==> config.mk <==
export PLATFORM = sky130hd
export DESIGN_NAME = simd_status_reg
export DESIGN_NICKNAME = d
export VERILOG_FILES = /design/src/rtl/simd_status_reg.sv
export SDC_FILE = /design/constraint.sdc
export NUM_CORES = 1
export LEC_CHECK = 0
export BUFFER_PORTS_ARGS = -buffer_cell sky130_fd_sc_hd__buf_4
export CAP_MARGIN = 20
export CORE_ASPECT_RATIO = 0.5
export CORE_MARGIN = 5
export CORE_UTILIZATION = 33
export DETAILED_ROUTE_END_ITERATION = 10
export HOLD_SLACK_MARGIN = 0.08
export PLACE_DENSITY = 0.71
export SLEW_MARGIN = 20
export SYNTH_ARGS = -nofsm -noshare
export SYNTH_HDL_FRONTEND = slang
export SYNTH_SLANG_ARGS = --single-unit
==> constraint.sdc <==
create_clock -name CLK -period 1.85 [get_ports CLK]
set_input_delay 0.185 -clock CLK [delete_from_list [all_inputs] [get_ports CLK]]
set_output_delay 0.185 -clock CLK [all_outputs]
set_load 0.02 [all_outputs]
==> src/rtl/simd_status_reg.sv <==
// Per-lane SIMD status/flag register with overwrite or sticky capture and masked clear.
// It also provides a registered interrupt and a saturating event counter.
module simd_status_reg #(
    parameter int                LANES    = 4,
    parameter int                FLAG_W   = 5,
    parameter int                OUT_W    = 32,
    parameter int                CNT_W    = 8,
    parameter logic [FLAG_W-1:0] IRQ_MASK = {FLAG_W{1'b1}}
) (
    input  logic                    CLK,
    input  logic                    RESET,
    input  logic                    CE,
    input  logic                    MODE,
    input  logic [LANES-1:0]        LANE_EN,
    input  logic [LANES*FLAG_W-1:0] DIN,
    input  logic                    CLR,
    input  logic [FLAG_W-1:0]       CLR_MASK,
    input  logic                    CNT_CLR,
    output logic [OUT_W-1:0]        OUT,
    output logic [FLAG_W-1:0]       SUMMARY,
    output logic                    IRQ,
    output logic [CNT_W-1:0]        EVT_CNT
);

    localparam int F_W = LANES * FLAG_W;

    logic [F_W-1:0]    flags;
    logic [F_W-1:0]    flags_next;
    logic              irq_next;
    logic              evt;
    logic [FLAG_W-1:0] clr_vec;

    always_comb begin
        clr_vec    = CLR ? CLR_MASK : '0;
        flags_next = flags;
        irq_next   = 1'b0;
        evt        = 1'b0;
        for (int i = 0; i < LANES; i++) begin
            // In sticky mode a flag set in the same cycle survives the clear.
            if (CE && LANE_EN[i]) begin
                if (MODE)
                    flags_next[i*FLAG_W +: FLAG_W] = (flags[i*FLAG_W +: FLAG_W] & ~clr_vec)
                                                     | DIN[i*FLAG_W +: FLAG_W];
                else
                    flags_next[i*FLAG_W +: FLAG_W] = DIN[i*FLAG_W +: FLAG_W];
                if (DIN[i*FLAG_W +: FLAG_W] != '0)
                    evt = 1'b1;
            end else begin
                flags_next[i*FLAG_W +: FLAG_W] = flags[i*FLAG_W +: FLAG_W] & ~clr_vec;
            end
            if ((flags[i*FLAG_W +: FLAG_W] & IRQ_MASK) != '0)
                irq_next = 1'b1;
        end
    end

    always_ff @(posedge CLK) begin
        if (RESET) begin
            flags   <= '0;
            IRQ     <= 1'b0;
            EVT_CNT <= '0;
        end else begin
            flags <= flags_next;
            IRQ   <= irq_next;
            if (CNT_CLR)
                EVT_CNT <= '0;
            else if (evt && (EVT_CNT != {CNT_W{1'b1}}))
                EVT_CNT <= EVT_CNT + CNT_W'(1);
        end
    end

    always_comb begin
        OUT          = '0;
        OUT[F_W-1:0] = flags;
    end

    always_comb begin
        SUMMARY = '0;
        for (int i = 0; i < LANES; i++)
            SUMMARY = SUMMARY | flags[i*FLAG_W +: FLAG_W];
    end

endmodule

==> impl_results.md, run 1 <==
- Post-cts hold buffer count: 0
- Cells after Synth: 156
- Maximum root-to-sink buffer count: 2
- IO Port Bufs: 68
- Initial antenna violation count: 0
- Mean area per synthesized cell: 8.815 µm²
- F_max: 609.2 MHz
- Setup violators final: 0
- Ys Warns: 0
- Via count: 1441
- Final period utilization: 88.74%
- Worst Setup Start Kind: primary input
- Routed Antenna Nets: 0
- Final hold violation count: 0
- Sequential cell area: 580.6 µm²
- Outcome: finished, final reports clean
- M1 WL: 1710 µm
- Critical path fanouts, max: 15
- Commonest non-fill, non-tap cell in the layout: buf_4
- Primary FF master, synth: dfxtp_1
- Insertion delay to the later sink of the worst-skew pair: 0.27 ns
- Top Metal Used: met4
- Chip width: 101.3 µm
- Final core occ: 51.01%
- Clock transition at the registers of the reported paths: 0.06 ns
- CTS sink cnt: 29
- Worst Hold Class: in2reg
- Fin. max-slew vios: 0
- Drt drc: 0
- Clock buffer count from CTS: 5
- Aggregate global routing overflow: 0
- Resized cells post-CTS: 0
- CTS root buffer: clkbuf_8
- Die area: 5636 µm²
- Post-Syn Area: 1375 µm²
- GRT Overall Usage: 15.00%
- Layout cells sized above 1: 36.24%
- Global-route wire length before repair: 6741 µm
- DIE HEIGHT: 55.65 µm
- WL met2: 2219 µm
- Core area: 3964 µm²
- Power density over cell area: 771.1 nW/µm²
- Area of the multi-input gates: 708.2 µm²
- HPWL Detailed: 3441 µm
- Commonest cells after routing, fill and taps aside: buf_4 (72), dfxtp_1 (29), nor2_1 (23)
- Tmin final: 1.642 ns
- Max cap viols: 0
- Element type at the critical path end: flip-flop
- Fill count: 382
- WL final: 4274 µm
- Synth unique cells: 34
- Leakage power: 0.8965 nW
- Metal3 WL: 290 µm
- EDFF count, synth: 0
- Vias in the first global route: 1397
- Area growth syn-to-layout: 47.04%
- Post-CTS Setup Inserts: 0
- WL/cell: 15.10 µm
- Req. time, crit path: 2.02 ns
- First-pass iteration count of the detailed router: 4
- Num ports: 81
- TritonCTS clock tree: yes
- Unrepaired setup endpoints after global routing: no
- Arrival time at the worst endpoint: 1.81 ns
- Antenna Diode Count: 0
- Setup CP Type: in2reg
- Starting Density: 34.69%
- Share of the synthesized area in the top cell type: 42.22%
- Final TNS setup: 0 ns
- Routability congestion estimate: 0.8876
- Site Rows: 16
- Final Net Count: 264
- Largest net degree at the start of global routing: 24
- Initial drt markers: 50
- Sequential share of the synthesized area: 42.22%
- H-Tree Depth: 2
- Yosys reg bits: 29
- Vias per inst: 5.092
- Yosys top cell by area: dfxtp_1
- Async SR Flop Fraction: 0%
- Max VDD drop: 0.3126 mV
- Top cells by area, synth: dfxtp_1 (42%), a32oi_1 (13%), buf_4 (6.6%)
- Skew final: 0.003530 ns
## cell families after synthesis
kind of cell	after synthesis	share of synthesized area, %
adder cells (fa/ha/maj)	1	0.9098
AO/OA/AOI/OAI	41	23.29
XOR/XNOR	1	0.6371
other	1	0.2727
AND/OR/NAND/NOR	63	23.39
buffers and inverters	20	9.281
flip-flops	29	42.22
## Yosys cell counts, types with 2 or more instances
| cell type | number |
|---|---|
| a21oi_1 | 6 |
| or4_1 | 8 |
| clkbuf_1 | 5 |
| buf_4 | 12 |
| dfxtp_1 | 29 |
| o21ai_1 | 6 |
| and2_1 | 3 |
| or3_1 | 5 |
| nand2b_1 | 4 |
| nor2_1 | 23 |
| a32oi_1 | 20 |
| nand2_1 | 8 |
| nand3_1 | 5 |
| o21a_1 | 2 |
## worst max-delay path, cell delays in order
cell and delay [ns]:
buf_4 0.11, or4_1 0.52, a221o_1 0.39, o31ai_4 0.21
buf_12 0.17, nor4_1 0.05, o21a_1 0.17
## final timing paths
kind / startpoint / to / depth (start not counted) / slack, ns
worst min register to register: EVT_CNT[7] / EVT_CNT[7] / 2 / 0.51
worst max register to register: EVT_CNT[0] / EVT_CNT[7] / 6 / 0.27
worst min-delay path: DIN[18] / flags[18] / 3 / 0.14
worst max-delay path: DIN[3] / EVT_CNT[6] / 7 / 0.21
## power by group
| part | leakage [nW] | total [W] | switching, W | internal (W) |
|---|---|---|---|---|
| registers | 0.236 | 0.000669 | 0.0000192 | 0.000649 |
| clock network | 0.0542 | 0.000561 | 0.000226 | 0.000335 |
| logic | 0.606 | 0.000329 | 0.000182 | 0.000147 |
| total | 0.896 | 0.00156 | 0.000427 | 0.00113 |
## layout make-up
class,instances,area share [%]
repair buffers,73,27.72
well taps,54,3.342
clock inverters,1,0.2475
multi-input cells,118,35.02
clock buffers,7,4.765
inverters,1,0.1856
flip-flops and latches,29,28.71
## per-layer routing
layer | global-route usage, % | vias up
li1 | - | 708
met1 | 17.05 | 680
met2 | 26.30 | 46
met3 | 5.006 | 7
met4 | 4.924 | 0
met5 | 0 | -
## metrics by stage
| stage | instance area, µm² | hold WS (ns) | power [W] | worst slack, ns | cells |
|---|---|---|---|---|---|
| floorplan | 1416 | 0.2541 | 0.0008662 | 0.05475 | 167 |
| global placement | 1921 | 0.4141 | 0.001006 | -0.06155 | 275 |
| finish | 2022 | 0.1418 | 0.001559 | 0.2084 | 283 |
| global route | 2022 | 0.1447 | 0.001626 | 0.1585 | 283 |
| detailed placement | 1921 | 0.4201 | 0.001010 | -0.08211 | 275 |
| CTS | 2022 | 0.1309 | 0.001577 | 0.2103 | 283 |
## sequential cells by signal, indices dropped and copies added, names as in the netlist
name	flops
EVT_CNT	8
IRQ	1
flags	20
Power figures use the tool's default switching activity.
==> run 2: changes to the inputs <==
- ABC_AREA: not set -> 1
- CAP_MARGIN: 20 -> 30
- PLACE_DENSITY: 0.71 -> 0.69
==> run 2 against run 1 <==
Net effect:
- critical path depth shrank 4
- non-clock buffer count shrank 5
- synthesized area grew 9.9%
- clock-buffer cell count shrank 1
- clock power shrank 11%
- final area grew 4.6%
- wire length grew 4.8%
- sequential power is essentially flat
- critical endpoint is now SUMMARY[4]
- highest routed layer unchanged
==> impl_results.md, run 2 <==
- Largest regs: flags (20), EVT_CNT (8), IRQ (1)
- WL final: 4480 µm
- Reg power frac: 44.9%
- Crit path max-delay family: simple AND/OR/NAND/NOR gates
- Element type at the critical path end: primary output
- Comb pwr share: 21.7%
- Pre-CTS setup slack: 0.4954 ns
- Routed Antenna Nets: 0
- P_int: 0.001041 W
- Register with the most flip-flops: flags
- Routing usage on met3: 3.560%
- Slowest cell on crit path: nor4_1
- CTS sink cnt: 29
- DIE HEIGHT: 57.86 µm
- Yosys reg bits: 29
- Synth unique cells: 21
- Die area: 6116 µm²
- Post-cts hold buffer count: 0
- Resized cells post-CTS: 0
- Power density over cell area: 702.7 nW/µm²
- Cells after Synth: 220
- Mean area per synthesized cell: 6.870 µm²
- Max VDD drop: 0.2700 mV
- Count leader, synth: nand2_1
- Clk pwr share: 33.4%
- F_max: 709.1 MHz
- Final Net Count: 327
- Area of the multi-input gates: 792.0 µm²
- Met1 Use GR: 16.41%
- Clock transition at the registers of the reported paths: 0.07 ns
- Worst Setup Start Kind: flip-flop
- Commonest cells after routing, fill and taps aside: buf_4 (68), nand2_1 (62), a21oi_1 (36)
- Sw Pwr: 0.0004461 W
- Via count: 1620
- Cells along the critical path: nor4_1 > inv_1 > buf_4
- Final period utilization: 76.23%
- Final hold violation count: 0
- Leakage power: 1.010 nW
- Fill count: 456
- Total Power: 0.001487 W
- Final TNS setup: 0 ns
- TritonCTS clock tree: yes
- Starting Density: 34.33%
- IO Port Bufs: 68
- Commonest non-fill, non-tap cell in the layout: buf_4
- Max FFs per register: 20
- Async SR Flop Fraction: 0%
- Core area: 4403 µm²
- Vias in the first global route: 1500
- Setup CP Type: reg2out
- Routability congestion estimate: 0.8277
- Unrepaired setup endpoints after global routing: no
- Vias per inst: 4.642
- H-Tree Depth: 2
- Sequential share of the synthesized area: 38.41%
- Initial antenna violation count: 0
- Post-Syn Area: 1511 µm²
- Skew final: 0.007488 ns
- Cell Area, Placed: 2033 µm²
- First-pass iteration count of the detailed router: 4
- Fin. max-slew vios: 0
- Site Rows: 17
- Insertion delay to the later sink of the worst-skew pair: 0.28 ns
- Antenna Diode Count: 0
- Req. time, crit path: 1.66 ns
- Critical path buffer and inverter count: 2
- Top cells by area, synth: dfxtp_1 (38%), nand2_1 (15%), a21oi_1 (12%)
- Yosys top cell by area: dfxtp_1
- Share of the synthesized area in the top cell type: 38.41%
- Largest net degree at the start of global routing: 23
- Critical path fanouts, max: 3
- Switching fraction of total power: 30.00%
- Worst Hold Class: in2reg
- Global-route wire length before repair: 6934 µm
- Top Usage Layer GRT: met2
- Aggregate global routing overflow: 0
- Sequential cell area: 580.6 µm²
- HPWL Detailed: 3529 µm
- Tmin final: 1.410 ns
- Crit path largest cell delay: 0.36 ns
- Arrival time at the worst endpoint: 1.23 ns
- Ys Warns: 0
- Drt drc: 0
- Chip width: 105.7 µm
- Outcome: finished, final reports clean
- Primary FF master, synth: dfxtp_1
- Top cells by count, synth: nand2_1 (62), a21oi_1 (36), dfxtp_1 (29)
- Max cap viols: 0
- Grt met2 use: 25.18%
- EDFF count, synth: 0
- Min Hold Slack: 0.1542 ns
- Maximum root-to-sink buffer count: 2
- Clock buffer count from CTS: 5
- GRT Overall Usage: 13.98%
- Area growth syn-to-layout: 39.98%
- Initial drt markers: 52
- WL/cell: 12.84 µm
- Post-CTS Setup Inserts: 0
- Reg-to-reg setup timing slack: 0.45 ns
- Final Cell Area: 2116 µm²
- Final setup margin: 0.4398 ns
- Num ports: 81
- Setup violators final: 0
- Layout cells sized above 1: 27.74%
- CTS root buffer: clkbuf_8
[run 2: routing by layer]
layer | vias to the layer above | share of wire [%] | wire (µm)
met4 | 0 | 0.80 | 36
li1 | 830 | - | -
met2 | 46 | 50 | 2232
met1 | 739 | 44 | 1975
met3 | 5 | 5.2 | 235
met5 | - | 0 | 0
[run 2: final timing paths]
path	cells past startpoint	end	start
min	4	EVT_CNT[0]	CNT_CLR
max	3	SUMMARY[4]	flags[4]
max reg2reg	5	EVT_CNT[2]	EVT_CNT[0]
min reg2reg	2	EVT_CNT[1]	EVT_CNT[1]
[run 2: area by class of cell]
cell class              count  share of cell area (%)
clock buffers               6                   3.430
clock inverters             2                  0.4731
inverters                  21                   3.726
multi-input cells         166                   37.43
flip-flops and latches     29                   27.44
well taps                  57                   3.371
repair buffers             68                   24.13
[run 2: power by group through the flow]
stage               logic [W]  clock network (W)  registers [W]
detailed placement   0.000322                  0       0.000681
global placement     0.000320                  0       0.000681
CTS                  0.000323           0.000511       0.000667
floorplan            0.000162                  0       0.000707
finish               0.000322           0.000497       0.000668
global route         0.000349           0.000538       0.000670
[run 2: stage by stage]
step | instances | utilization [%]
2_1_floorplan | 231 | -
3_3_place_gp | 341 | 46.18
3_5_place_dp | 341 | 46.18
4_1_cts | 349 | 48.05
5_1_grt | 349 | 48.05
6_report | 349 | 48.05
[run 2: worst min-delay path: cells and delay by family]
family,cells,cell delay (ns)
buf+inv,1,0.08
simple gates,3,0.13
[run 2: kinds of logic after synthesis]
family	Yosys count	synth area share (%)
buffers and inverters	36	11.92
adder cells (fa/ha/maj)	1	0.8277
AND/OR/NAND/NOR	110	32.70
AO/OA/AOI/OAI	37	12.42
other	1	0.2481
XOR/XNOR	6	3.477
flip-flops	29	38.41
